$ cat src/rtl/fifo_wr_arbiter_if.sv
// Requester-side and FIFO-write-side signal bundle for fifo_wr_arbiter.
// The slave modport is the arbiter's view; the master modport drives requesters and WR_FULL.
interface fifo_wr_arbiter_if #(
  parameter int C_WIDTH   = 32,
  parameter int C_NUM_REQ = 4
);
  logic [C_NUM_REQ*C_WIDTH-1:0] S_DATA;
  logic [C_NUM_REQ-1:0]         S_VALID;
  logic [C_NUM_REQ-1:0]         S_LAST;
  logic [C_NUM_REQ-1:0]         S_READY;
  logic [C_WIDTH-1:0]           WR_DATA;
  logic                         WR_EN;
  logic                         WR_FULL;
  logic [C_NUM_REQ-1:0]         GRANT;
  logic                         BUSY;

  modport slave (
    input  S_DATA, S_VALID, S_LAST, WR_FULL,
    output S_READY, WR_DATA, WR_EN, GRANT, BUSY
  );

  modport master (
    output S_DATA, S_VALID, S_LAST, WR_FULL,
    input  S_READY, WR_DATA, WR_EN, GRANT, BUSY
  );
endinterface

$ cat src/rtl/fifo_wr_arbiter.sv
// Packet-granular round-robin arbiter sharing one FIFO write port among C_NUM_REQ requesters.
// Define FIFO_WR_ARB_STATS_EN to add per-requester packet counters (PKT_CNT, CNT_CLR).
module fifo_wr_arbiter #(
  parameter int C_WIDTH    = 32,
  parameter int C_NUM_REQ  = 4,
  parameter int C_REQ_BITS = $clog2(C_NUM_REQ)
) (
  input  logic                   CLK,
  input  logic                   RST_N,
`ifdef FIFO_WR_ARB_STATS_EN
  input  logic                   CNT_CLR,
  output logic [C_NUM_REQ*16-1:0] PKT_CNT,
`endif
  fifo_wr_arbiter_if.slave       bus
);

  // IDLE | arbitrating among pending requesters, no beat accepted
  // XFER | granted owner streams beats straight into the FIFO until its LAST beat
  typedef enum logic {IDLE, XFER} state_t;

  state_t                state_q, state_d;
  logic [C_REQ_BITS-1:0] gidx_q, gidx_d;
  logic [C_REQ_BITS-1:0] last_q, last_d;
  logic [C_NUM_REQ-1:0]  grant_q, grant_d;
  logic                  busy_q, busy_d;
  logic [C_REQ_BITS-1:0] pick, cand;
  logic                  pick_vld;
  logic                  accept, done;
  logic [C_WIDTH-1:0]    s_data_arr [C_NUM_REQ];

  for (genvar i = 0; i < C_NUM_REQ; i++) begin : g_slice
    assign s_data_arr[i] = bus.S_DATA[i*C_WIDTH +: C_WIDTH];
  end

  // First pending requester strictly after the last owner, with wrap-around.
  always_comb begin
    pick     = last_q;
    cand     = last_q;
    pick_vld = 1'b0;
    for (int k = 1; k <= C_NUM_REQ; k++) begin
      cand = C_REQ_BITS'((int'(last_q) + k) % C_NUM_REQ);
      if (!pick_vld && bus.S_VALID[cand]) begin
        pick_vld = 1'b1;
        pick     = cand;
      end
    end
  end

  always_comb begin
    bus.S_READY = '0;
    bus.WR_EN   = 1'b0;
    bus.WR_DATA = '0;
    if (state_q == XFER) begin
      bus.S_READY[gidx_q] = !bus.WR_FULL;
      bus.WR_EN           = bus.S_VALID[gidx_q] & !bus.WR_FULL;
      bus.WR_DATA         = s_data_arr[gidx_q];
    end
  end

  assign accept    = (state_q == XFER) & bus.S_VALID[gidx_q] & !bus.WR_FULL;
  assign done      = accept & bus.S_LAST[gidx_q];
  assign bus.GRANT = grant_q;
  assign bus.BUSY  = busy_q;

  always_comb begin
    state_d = state_q;
    gidx_d  = gidx_q;
    last_d  = last_q;
    grant_d = grant_q;
    busy_d  = busy_q;
    case (state_q)
      IDLE: begin
        if (pick_vld) begin
          state_d = XFER;
          gidx_d  = pick;
          grant_d = C_NUM_REQ'(1) << pick;
          busy_d  = 1'b1;
        end
      end
      XFER: begin
        if (done) begin
          state_d = IDLE;
          last_d  = gidx_q;
          grant_d = '0;
          busy_d  = 1'b0;
        end
      end
      default: state_d = IDLE;
    endcase
  end

  always_ff @(posedge CLK or negedge RST_N) begin
    if (!RST_N) begin
      state_q <= IDLE;
      gidx_q  <= '0;
      last_q  <= C_REQ_BITS'(C_NUM_REQ - 1);
      grant_q <= '0;
      busy_q  <= 1'b0;
    end else begin
      state_q <= state_d;
      gidx_q  <= gidx_d;
      last_q  <= last_d;
      grant_q <= grant_d;
      busy_q  <= busy_d;
    end
  end

`ifdef FIFO_WR_ARB_STATS_EN
  logic [15:0] cnt_q [C_NUM_REQ];

  // Clear wins over a same-cycle packet completion.
  always_ff @(posedge CLK or negedge RST_N) begin
    if (!RST_N) begin
      for (int i = 0; i < C_NUM_REQ; i++) cnt_q[i] <= '0;
    end else if (CNT_CLR) begin
      for (int i = 0; i < C_NUM_REQ; i++) cnt_q[i] <= '0;
    end else if (done) begin
      cnt_q[gidx_q] <= cnt_q[gidx_q] + 16'd1;
    end
  end

  for (genvar i = 0; i < C_NUM_REQ; i++) begin : g_cnt
    assign PKT_CNT[i*16 +: 16] = cnt_q[i];
  end
`endif

endmodule

$ cat src/flat_wrapper.sv
// flat-port wrapper written by rule: the top's interface ports become plain ports
module fifo_wr_arbiter_flat 
#(
  parameter int C_WIDTH    = 32,
  parameter int C_NUM_REQ  = 4,
  parameter int C_REQ_BITS = $clog2(C_NUM_REQ)
)
  (CLK, RST_N, bus_S_DATA, bus_S_VALID, bus_S_LAST, bus_WR_FULL, bus_S_READY, bus_WR_DATA, bus_WR_EN, bus_GRANT, bus_BUSY);
  fifo_wr_arbiter_if #(.C_WIDTH(C_WIDTH), .C_NUM_REQ(C_NUM_REQ)) bus_i ();
  input  logic CLK;
  input  logic RST_N;
  input wire logic [$bits(bus_i.S_DATA)-1:0] bus_S_DATA;
  input wire logic [$bits(bus_i.S_VALID)-1:0] bus_S_VALID;
  input wire logic [$bits(bus_i.S_LAST)-1:0] bus_S_LAST;
  input wire logic [$bits(bus_i.WR_FULL)-1:0] bus_WR_FULL;
  output wire logic [$bits(bus_i.S_READY)-1:0] bus_S_READY;
  output wire logic [$bits(bus_i.WR_DATA)-1:0] bus_WR_DATA;
  output wire logic [$bits(bus_i.WR_EN)-1:0] bus_WR_EN;
  output wire logic [$bits(bus_i.GRANT)-1:0] bus_GRANT;
  output wire logic [$bits(bus_i.BUSY)-1:0] bus_BUSY;
  assign bus_i.S_DATA = bus_S_DATA;
  assign bus_i.S_VALID = bus_S_VALID;
  assign bus_i.S_LAST = bus_S_LAST;
  assign bus_i.WR_FULL = bus_WR_FULL;
  assign bus_S_READY = bus_i.S_READY;
  assign bus_WR_DATA = bus_i.WR_DATA;
  assign bus_WR_EN = bus_i.WR_EN;
  assign bus_GRANT = bus_i.GRANT;
  assign bus_BUSY = bus_i.BUSY;
  fifo_wr_arbiter #(.C_WIDTH(C_WIDTH), .C_NUM_REQ(C_NUM_REQ), .C_REQ_BITS(C_REQ_BITS)) u_core (.CLK(CLK), .RST_N(RST_N), .bus(bus_i));
endmodule
$ cat config.mk
export PLATFORM = sky130hd
export DESIGN_NAME = fifo_wr_arbiter_flat
export DESIGN_NICKNAME = d
export VERILOG_FILES = /design/src/rtl/fifo_wr_arbiter_if.sv /design/src/rtl/fifo_wr_arbiter.sv /design/src/flat_wrapper.sv
export SDC_FILE = /design/constraint.sdc
export NUM_CORES = 1
export LEC_CHECK = 0
export CORE_MARGIN = 5
export CORE_UTILIZATION = 29
export DETAILED_ROUTE_END_ITERATION = 7
export PLACE_DENSITY_LB_ADDON = 0.2
export SLEW_MARGIN = 10
export SYNTH_ARGS = -nofsm -noshare
export SYNTH_HDL_FRONTEND = slang
export SYNTH_SLANG_ARGS = --single-unit
$ cat constraint.sdc
create_clock -name CLK -period 1.8 [get_ports CLK]
set_input_delay 0.36 -clock CLK [delete_from_list [all_inputs] [get_ports CLK]]
set_output_delay 0.36 -clock CLK [all_outputs]
set_load 0.01 [all_outputs]
=== Word level (Yosys, flattened, before mapping) ===
Cells that the tools add are included.

* Register bits after elaboration: 10
* Bits of input ports: 139
* Output and inout port bits: 42

* Add/subtract/negate cells: 4
* $lt $le $gt $ge: 7
* Equal/unequal tests: 2
* Shift operators: 1
* Multiplexer cells: 37
* Bitwise logic cells: 7
* Reductions and logical operators: 11

{| class="wikitable"
|+ Operators by type and width
! operator !! number
|-
| 32-bit 2-to-1 mux || 3
|-
| 32-bit binary-select mux with 2-bit select || 1
|-
| 1-bit 2-to-1 mux || 16
|-
| 2-bit by 3-bit < comparator with 1-bit output (second input constant) || 5
|-
| 1-bit binary-select mux with 2-bit select || 6
|-
| 4-bit 2-to-1 mux || 3
|-
| 2-bit 2-to-1 mux || 4
|-
| 4-bit case mux with 2 select lines || 1
|-
| 2-bit AND reduction || 3
|-
| 2-bit by 1-bit adder with 2-bit output (second input constant) || 2
|-
| 2-bit adder (second input constant) || 2
|-
| 1-bit bitwise AND || 4
|-
| 4-bit bitwise AND || 1
|-
| 1-bit logical AND || 4
|-
| 1-bit zero test || 4
|-
| 1-bit case mux with 2 select lines || 2
|-
| 1-bit by 2-bit << shifter with 4-bit output (first input constant) || 1
|-
| 3-bit >= comparator (second input constant) || 1
|-
| 2-bit inverter with 3-bit output || 1
|-
| 1-bit demux with 2-bit select || 1
|-
| 2-bit by 1-bit >= comparator with 1-bit output (second input constant) || 1
|-
| 2-bit by 1-bit != test with 1-bit output (second input constant) || 1
|-
| 2-bit != test (second input constant) || 1
|-
| 1-bit inverter || 1
|}

=== Logic depth before layout (Yosys ltp) ===
Gate-level depths: netlist of the first run.

* Depth in word-level cells: 16
* Depth in mapped cells: 6
* Depth with buffers taken out: 4

=== Worst setup path after synthesis of the first run ===
No wires, ideal clock.

* Path type: register to output
* From: register u_core.gidx_q[0]
* To: output port bus_WR_DATA[0]
* Arrival time: 1.277 ns
* Data required time: 1.440 ns
* Path slack: 0.163 ns
* Cell stages (with the launch flop): 5
* Path through: dfrtp_1 -> buf_6 -> buf_12 -> mux4_2 -> and2_1

* Longest elaborated chain between the ends: 5

{| class="wikitable"
|+ Ends and longest elaborated chain
! element !! line !! source
|-
| start: declaration || fifo_wr_arbiter.sv:22 || <nowiki>logic [C_REQ_BITS-1:0] gidx_q, gidx_d;</nowiki>
|-
| start signal: assignment || fifo_wr_arbiter.sv:101 || <nowiki>gidx_q <= gidx_d;</nowiki>
|-
| 2-bit inverter with 3-bit output (not written as such) || fifo_wr_arbiter.sv:56 || <nowiki>bus.WR_DATA = s_data_arr[gidx_q];</nowiki>
|-
| 32-bit binary-select mux with 2-bit select || fifo_wr_arbiter.sv:56 ||
|-
| 32-bit 2-to-1 mux (not written as such) (2 in a row) || fifo_wr_arbiter.sv:56 ||
|-
| 32-bit 2-to-1 mux || fifo_wr_arbiter.sv:53 || <nowiki>if (state_q == XFER) begin</nowiki>
|-
| end: declaration || flat_wrapper.sv:17 || <nowiki>output wire logic [$bits(bus_i.WR_DATA)-1:0] bus_WR_DATA;</nowiki>
|}

Every way passes these cells. The select of a mux whose other input is x is not followed.

=== Final worst setup path of the first run ===
* From: register u_core.gidx_q[0]
* To: output port bus_WR_DATA[19]

The elaborated chain is that of the path after synthesis.

==> impl_metrics.yaml, run 1 <==
placed_design:
  io_buffers: 180
  hpwl_um: 6870
  place_inst: 400
  gp_congestion: 0.887
final_layout:
  utilization_pct: 70.4
  insertedDiodeCount: 0
  areaGrowthSynthToFinish_pct: 133
  final_cells: 416
  fin_nets: 484
  drive_gt1_share_pct: 42.4
drt:
  num_vias: 2117
  postRouteAntennaNets: 0
  drtIter0Drc: 81
  wl_per_cell_um: 20.7
  drc: 0
  first_pass_iters: 4
  totalWireLength_um: 8630
  via_per_inst: 5.09
logic_synthesis:
  synth_xor_xnor_area_share_pct: 0
  syn_avg_cell_area_um2: 12.0
  ys_seq_area_share_pct: 15.1
  synth_compound_area_share_pct: 12.7
  synth_top_family_by_area: "multiplexers"
  syn_area_um2: 1670
  muxShareOfSynthArea_pct: 45.1
  ys_types: 29
  syn_nets: 278
  postSynthCellCount: 139
  ys_seq_elements: 10
  yosys_warnings: 0
  yosys.area_share.adder_pct: 0
  synth_simple_gate_area_share_pct: 19.1
sta:
  max_slew_margin_pct: 69.8
  rsz0062_at_grt: "true"
  hold_viol: 0
  max_clock_freq_mhz: 468
  period_needed_ns: 2.14
  holdWs_ns: 0.441
  slew_violations: 0
  worst_pin_slew_ns: 0.451
  setup_viol: 35
  post-route-period-util_pct: 119
  postLayoutSetupSlackWorst_ns: -0.337
  clock_skew_ns: 0.00128
critical_path:
  crit_arrival_ns: 1.78
  r2r-start: "u_core.gidx_q[0]"
  r2r.worst_path.cells: 8
  crit_start: "u_core.gidx_q[0]"
  worstSetupPathType: "flip-flop to primary output"
  worstPathRequired_ns: 1.44
  worstSetupEndpointType: "primary output"
  critPathLaunchType: "flip-flop"
  path_max_fanout: 7
clocking:
  cts_max_path_buffers: 2
  tritoncts: "built"
  clk_pin_slew_ns: 0.05
  cts_buffers: 3
  cts-htree-levels: 1
  clock_sinks: 10
  cts-root-buf: "clkbuf_8"
  clock_latency_ns: 0.23
run_status:
  status: "finished, violations left"
  violations: "setup timing"
power:
  p_per_area_nw_per_um2: 1330
  total_power_uw: 5190
  p_leak_uw: 0.00158
  ir_drop_uv: 1040
floorplanning:
  core_um2: 5540
  start_util_pct: 30.2
  rows: 27
  fp.dieH_um: 86.0
  fp.dieW_um: 86.0
  io_pins: 181
  dieArea_um2: 7390
grt:
  antenna_found_initial: 0
  grt_pass1_wl_um: 12900
  grt_util_all_layers_pct: 22.5
  grt-ovfl-total: 0
  grt_pass1_vias: 2192
  grt_max_degree: 26
job:
  cap_violations: 0
min_path:
  hp-class: "input pin to asynchronous set/reset pin"
final timing paths:
check                                            to  slack (ns)
max in group asynchronous          u_core.last_q[1]        1.02
worst max-delay path                bus_WR_DATA[19]       -0.34
worst max register to register  u_core.bus.GRANT[1]        0.03
worst min-delay path            u_core.bus.GRANT[1]        0.44
worst min register to register      u_core.bus.BUSY        0.49
min in group CLK                    u_core.bus.BUSY        0.49
sequential cells by signal, summed over array words and instances (netlist names):
name              cells
u_core.bus.BUSY       1
u_core.bus.GRANT      4
u_core.gidx_q         2
u_core.last_q         2
u_core.state_q        1
cells in the mapped netlist, drive strengths merged:
master / number / area (um2)
and2: 33 / 206
a221oi: 1 / 8.76
a221o: 1 / 10.0
and3: 2 / 12.5
a311oi: 2 / 30.0
a21oi: 4 / 20.0
nand3: 3 / 15.0
buf: 10 / 108
dfrtp: 8 / 200
a32o: 5 / 50.1
dfstp: 2 / 52.6
nor2: 2 / 7.51
o211ai: 2 / 33.8
mux4: 33 / 743
inv: 3 / 11.3
nand2: 4 / 15.0
o21ai: 5 / 25.0
nor3: 2 / 10.0
a21o: 2 / 15.0
nand3b: 1 / 7.51
nand2b: 4 / 25.0
or2: 2 / 12.5
and2b: 1 / 7.51
mux2: 1 / 11.3
a21bo: 2 / 20.0
clkbuf: 4 / 15.0
layer usage:
metal  routed length (um)  vias to the layer above  global-route usage (%)
met5                    0                        -                       0
met4                  134                        0                    4.89
met3                  655                       12                    4.61
met2                 4420                      102                    39.9
met1                 3420                     1034                    27.9
li1                     -                      969                       -
timing repair:
item / in CTS / in global routing
pin swaps: 25 / 7
gates resized for setup: 178 / 32
setup buffers: 10 / 2
hold buffers: 0 / 0
gates cloned: 3 / 0
endpoints found under the setup margin: 37 / 36
cell usage in the layout, fill, tap and decap left out, types with 2 or more instances in the layout:
master,Yosys,layout
buf_6,2,24
clkbuf_8,0,4
o21ai_0,5,4
a21o_1,2,2
or2_2,2,2
and3_1,2,2
a311oi_2,2,2
dfrtp_1,8,7
clkdlybuf4s50_1,0,142
buf_4,0,23
inv_1,3,3
and2_1,33,10
nor2_1,2,2
a21oi_1,4,4
a32o_1,5,5
nand2_1,4,4
buf_12,3,7
nand2b_1,4,4
dfstp_2,2,2
and2_4,0,23
nand3_1,3,3
a21bo_2,2,2
mux4_2,33,33
buf_2,5,15
nor3_2,0,2
layout make-up:
type                    instances  area [um2]
fillers                       434        1640
inverters                       3        11.3
clock buffers                   4        55.1
well taps                      72        90.1
multi-input cells             112        1350
repair buffers                215        2140
flip-flops and latches         10         254
worst max-delay path, stage by stage (launching register included):
cell and delay [ns]:
dfrtp_2 0.39, buf_12 0.14, buf_16 0.13, buf_6 0.10, mux4_2 0.50, and2_4 0.16
buf_6 0.12
power breakdown:
part	total, uW	leakage [uW]	internal [uW]	switching (uW)
registers	445	0.000118	335	110
clock network	282	0.0000288	192	89.5
logic	4470	0.00143	2810	1660
total	5190	0.00158	3330	1860
per-stage QoR:
step	setup WS (ns)	TNS [ns]	cell area, um2
after floorplan	0.163	0	1670
after global placement	-0.467	-14.73	3680
after detailed placement	-0.467	-15.40	3680
after CTS	-0.324	-8.18	3840
after global routing	-0.392	-9.88	3900
final	-0.337	-7.51	3900
kinds of logic (layout without fill, tap and decap cells):
kind of cell,after synthesis,after routing
buffers and inverters,17,222
muxes,34,34
DFF,10,10
AOI/OAI and AO/OA,24,24
and+or+nand+nor,54,54
No activity file was read; power rests on OpenSTA's default activity.
==> inputs of run 2 (changes only) <==
--- a/config.mk
+++ b/config.mk
@@ -5,8 +5,11 @@
 export SDC_FILE = /design/constraint.sdc
 export NUM_CORES = 1
 export LEC_CHECK = 0
+export CELL_PAD_IN_SITES_DETAIL_PLACEMENT = 1
+export CELL_PAD_IN_SITES_GLOBAL_PLACEMENT = 2
 export CORE_MARGIN = 5
-export CORE_UTILIZATION = 29
+export CORE_UTILIZATION = 14
+export CTS_BUF_LIST = sky130_fd_sc_hd__clkbuf_8 sky130_fd_sc_hd__clkbuf_16
 export DETAILED_ROUTE_END_ITERATION = 7
 export PLACE_DENSITY_LB_ADDON = 0.2
 export SLEW_MARGIN = 10
==> run 2 against run 1 <==
Net effect: the run still ends with setup timing left; via count shrank 0.28%; utilization shrank 36 points; total power grew 3.8%; routed wire length grew 15%; global-route usage shrank 9.0 points; clock-buffer cell count shrank 1; clock skew grew 0.0026 ns; combinational power grew 2%; worst hold slack lost 0.0026 ns; critical path depth shrank 1; highest routed layer is now met5.
==> impl_metrics.yaml, run 2 (synthesis gave the netlist of run 1 again) <==
power:
  p_int_uw: 3490
  p_per_area_nw_per_um2: 1320
  p_leak_uw: 0.00163
  clkPwrFrac_pct: 7.2
  seqPwrFrac_pct: 8.4
  swShare_pct: 35.3
  combPwrFrac_pct: 84.4
  p_sw_uw: 1900
  ir_drop_uv: 483
drt:
  route.top_layer_used: "met5"
  via_per_inst: 4.22
  totalWireLength_um: 9920
  drtIter0Drc: 62
  drc: 0
  drt-met1-wl_um: 3910
  first_pass_iters: 3
  wl_per_cell_um: 19.8
  dr_wl_met3_um: 815
  postRouteAntennaNets: 0
  num_vias: 2111
  met2_length_um: 5110
placed_design:
  hpwl_um: 8120
  place_inst: 479
  gp_congestion: 0.744
  post-place-ws_ns: -0.495
  io_buffers: 180
min_path:
  hp-class: "input pin to asynchronous set/reset pin"
sta:
  worst_pin_slew_ns: 0.442
  hold_viol: 0
  postLayoutSetupSlackWorst_ns: -0.317
  max_clock_freq_mhz: 472
  max_slew_margin_pct: 70.4
  rsz0062_at_grt: "true"
  slew_violations: 0
  holdWs_ns: 0.438
  setup_viol: 33
  period_needed_ns: 2.12
  post-route-period-util_pct: 118
  clock_skew_ns: 0.00388
floorplanning:
  rows: 40
  dieArea_um2: 14200
  fp.dieH_um: 119
  core_um2: 11900
  start_util_pct: 14.1
  fp.dieW_um: 119
  io_pins: 181
clocking:
  tritoncts: "built"
  clk_pin_slew_ns: 0.04
  cts-root-buf: "clkbuf_16"
  hold_buffers: 0
  clock_sinks: 10
  cts_buffers: 3
  cts_max_path_buffers: 2
  cts-htree-levels: 1
  clock_latency_ns: 0.24
final_layout:
  final_cell_mix: "143 x clkdlybuf4s50_1, 36 x buf_6, 33 x mux4_2"
  insertedDiodeCount: 0
  areaGrowthSynthToFinish_pct: 144
  drive_gt1_share_pct: 43.3
  fin_nets: 493
  fill_cells: 1340
  largest_register_ffs: 4
  final_common_cell: "clkdlybuf4s50_1"
  regArea_um2: 255
  multiInputGateArea_um2: 1350
  final_cells: 500
critical_path:
  rrSetupSlack_ns: 0.18
  worstSetupEndpointType: "primary output"
  crit_start: "u_core.gidx_q[0]"
  crit_arrival_ns: 1.76
  path_max_fanout: 6
  critPathLaunchType: "flip-flop"
  worstSetupPathType: "flip-flop to primary output"
  worstPathRequired_ns: 1.44
  r2r-start: "u_core.gidx_q[0]"
run_status:
  violations: "setup timing"
  status: "finished, violations left"
grt:
  grt_pass1_wl_um: 15000
  grt-ovfl-total: 0
  grt_pass1_vias: 2392
  grt_util_all_layers_pct: 13.5
  grt_max_degree: 28
  antenna_found_initial: 1
job:
  cap_violations: 0
## run 2: path summary, 6_finish.rpt
kind                                       end  cells past startpoint
hold reg to reg                u_core.bus.BUSY                      1
setup reg to reg           u_core.bus.GRANT[0]                      7
setup / recovery               bus_WR_DATA[21]                      5
hold / removal                 u_core.bus.BUSY                      1
max in group asynchronous     u_core.last_q[1]                      1
min in group CLK               u_core.bus.BUSY                      1
## run 2: cell type report
cell class	instances	share of cell area, %
clock inverters	1	0.0919
clock buffers	3	1.84
multi-input cells	112	33.0
inverters	3	0.276
well taps	147	4.51
repair buffers	224	54.0
flip-flops and latches	10	6.25
## run 2: critical path: stages (launching register included)
cell and delay [ns]:
dfrtp_2 0.48, buf_8 0.16, buf_6 0.11, mux4_2 0.47
and2_1 0.17, buf_2 0.14
## run 2: repair_timing
item                       4_1_cts  5_1_grt
pin swaps                        9        0
gates cloned                     1        0
gates resized for setup        207       25
setup endpoints to repair       37       40
buffers inserted                20        0
## run 2: power groups by stage
stage               clock network (uW)  registers, uW  logic [uW]
floorplan                            0            415        2130
global route                       412            475        4890
detailed placement                   0            443        3930
CTS                                401            457        4500
global placement                     0            444        3910
finish                             388            453        4550
## run 2: metrics by stage
step                      setup TNS [ns]  total power, uW  utilization [%]  cell area, um2
final                              -9.14             5390             34.4            4080
after global routing              -11.59             5780             34.4            4080
after CTS                         -10.77             5350             34.2            4060
after detailed placement          -16.03             4370             31.6            3750
after global placement            -15.76             4350             31.6            3750
after floorplan                        0             2550                -            1670
## run 2: per-layer routing
layer	track usage, %	up-vias
met5	0	-
met4	1.57	2
met3	4.42	8
met2	25.0	104
met1	15.4	1012
li1	-	985
==> inputs of run 3 (changes only) <==
--- a/config.mk
+++ b/config.mk
@@ -11,7 +11,8 @@
 export CORE_UTILIZATION = 14
 export CTS_BUF_LIST = sky130_fd_sc_hd__clkbuf_8 sky130_fd_sc_hd__clkbuf_16
 export DETAILED_ROUTE_END_ITERATION = 7
-export PLACE_DENSITY_LB_ADDON = 0.2
+export PLACE_DENSITY = 0.81
+export SKIP_CTS_REPAIR_TIMING = 1
 export SLEW_MARGIN = 10
 export SYNTH_ARGS = -nofsm -noshare
 export SYNTH_HDL_FRONTEND = slang
==> constraint.sdc (replaced) <==
create_clock -name CLK -period 2.42 [get_ports CLK]
set_input_delay 0.484 -clock CLK [delete_from_list [all_inputs] [get_ports CLK]]
set_output_delay 0.484 -clock CLK [all_outputs]
set_load 0.01 [all_outputs]
==> run 3 against run 2 <==
Net effect: the flow now finishes without violations; register-to-register slack better by 0.60 ns; clock power fell by 17%; critical path depth shrank 1; sequential share of layout area increased by 0.39 points; combinational power decreased by 42%; critical endpoint is now bus_S_READY[1]; highest routed layer is now met4.
==> impl_metrics.yaml, run 3 (synthesis gave the netlist of run 1 again) <==
critical_path:
  worstSetupEndpointType: "primary output"
  critPathLaunchType: "input pin"
  path_max_fanout: 4
  cp_common_cell: "clkdlybuf4s50_1"
  worstPathRequired_ns: 1.94
  crit_chain: "clkdlybuf4s50_1 -> and2b_2 -> and3_1 -> clkdlybuf4s50_1"
  critical_path.max_stage_delay_ns: 0.48
  critPathSlowestCell: "clkdlybuf4s50_1"
  worstSetupPathType: "input pin to primary output"
  crit_arrival_ns: 1.89
  critical-path-top-delay-family: "buffers and inverters"
  cp_num_buf_inv: 2
drt:
  wl_per_cell_um: 18.2
  drc: 0
  drtIter0Drc: 64
  num_vias: 1997
  via_per_inst: 4.27
  totalWireLength_um: 8500
  first_pass_iters: 5
  postRouteAntennaNets: 0
floorplanning:
  dieArea_um2: 14200
  core_um2: 11900
  io_pins: 181
  fp.dieH_um: 119
  start_util_pct: 14.1
  rows: 40
  fp.dieW_um: 119
final_layout:
  final_common_cell: "clkdlybuf4s50_1"
  fill_cells: 1312
  areaGrowthSynthToFinish_pct: 130
  final_cell_mix: "145 x clkdlybuf4s50_1, 35 x dlymetal6s2s_1, 33 x mux4_2, 33 x and2_1, 9 x buf_4"
  utilization_pct: 32.4
  final_cells: 468
  stdcell_area_um2: 3840
  largest_register_ffs: 4
  drive_gt1_share_pct: 19.6
  fin_nets: 461
  insertedDiodeCount: 0
sta:
  max_slew_margin_pct: 67.7
  clock_skew_ns: 0.000799
  rsz0062_at_grt: "false"
  max_clock_freq_mhz: 422
  setup_viol: 0
  post-route-period-util_pct: 98.0
  worst_pin_slew_ns: 0.485
  hold_viol: 0
  period_needed_ns: 2.37
  slew_violations: 0
clocking:
  cts_max_path_buffers: 2
  cts_buffers: 3
  clk_pin_slew_ns: 0.04
  clock_latency_ns: 0.23
  tritoncts: "built"
  clock_sinks: 10
  cts-htree-levels: 1
  cts-root-buf: "clkbuf_16"
power:
  seqPwrFrac_pct: 10.4
  total_power_uw: 3310
  swShare_pct: 36.7
  p_int_uw: 2090
  p_per_area_nw_per_um2: 861
  p_sw_uw: 1220
  p_leak_uw: 0.00176
  combPwrFrac_pct: 79.8
  clkPwrFrac_pct: 9.8
  ir_drop_uv: 408
run_status:
  status: "finished clean"
job:
  cap_violations: 0
grt:
  grt_util_all_layers_pct: 11.1
  grt_max_degree: 25
  antenna_found_initial: 0
  grt_pass1_wl_um: 12700
  grt_pass1_vias: 2177
  grt-ovfl-total: 0
placed_design:
  dpl_cell_area_um2: 3670
  gp_congestion: 0.716
  io_buffers: 180
  hpwl_um: 7250
  place_inst: 464
min_path:
  hp-class: "flip-flop to flip-flop"
## run 3: worst paths after layout
check                            startpoint  slack [ns]  cells past startpoint                  end
hold / removal              u_core.bus.BUSY        0.49                      1      u_core.bus.BUSY
setup / recovery                bus_WR_FULL        0.05                      4       bus_S_READY[1]
hold reg to reg             u_core.bus.BUSY        0.49                      1      u_core.bus.BUSY
setup reg to reg           u_core.last_q[0]        0.78                      4     u_core.gidx_q[0]
max in group asynchronous             RST_N        1.53                      1     u_core.last_q[0]
min in group asynchronous             RST_N        0.56                      1  u_core.bus.GRANT[2]
## run 3: cell type report
class                           count  area, um2  share of cell area, %
Tap cell                          147        184                   4.79
Timing Repair Buffer              192       2020                   52.5
Sequential cell                    10        255                   6.64
Inverter                            3       11.3                  0.293
Multi-Input combinational cell    112       1290                   33.5
Clock buffer                        4       88.8                   2.31
## run 3: metal layers
layer	part of all wire, %	vias up	routed length [um]	global-route usage [%]
met3	6.9	2	590	2.71
met4	0.024	0	2	0.859
met1	39	986	3280	12.4
met5	0	-	0	0
met2	54	92	4620	22.0
li1	-	917	-	-
## run 3: through the flow
| stage | setup TNS [ns] | hold slack [ns] | setup slack (ns) |
|---|---|---|---|
| 4_1_cts | -3.18 | 0.500 | -0.148 |
| 3_3_place_gp | -1.58 | 0.480 | -0.120 |
| 2_1_floorplan | 0 | 0.188 | 0.659 |
| 3_5_place_dp | -2.11 | 0.486 | -0.148 |
| 6_report | 0 | 0.492 | 0.0485 |
| 5_1_grt | 0 | 0.515 | 0.00140 |
## run 3: power by group through the flow
stage / registers (uW) / logic [uW] / clock network [uW]
CTS: 348 / 2790 / 331
finish: 346 / 2640 / 323
detailed placement: 348 / 2780 / 0
global route: 360 / 2850 / 340
global placement: 343 / 2740 / 0
floorplan: 309 / 1580 / 0
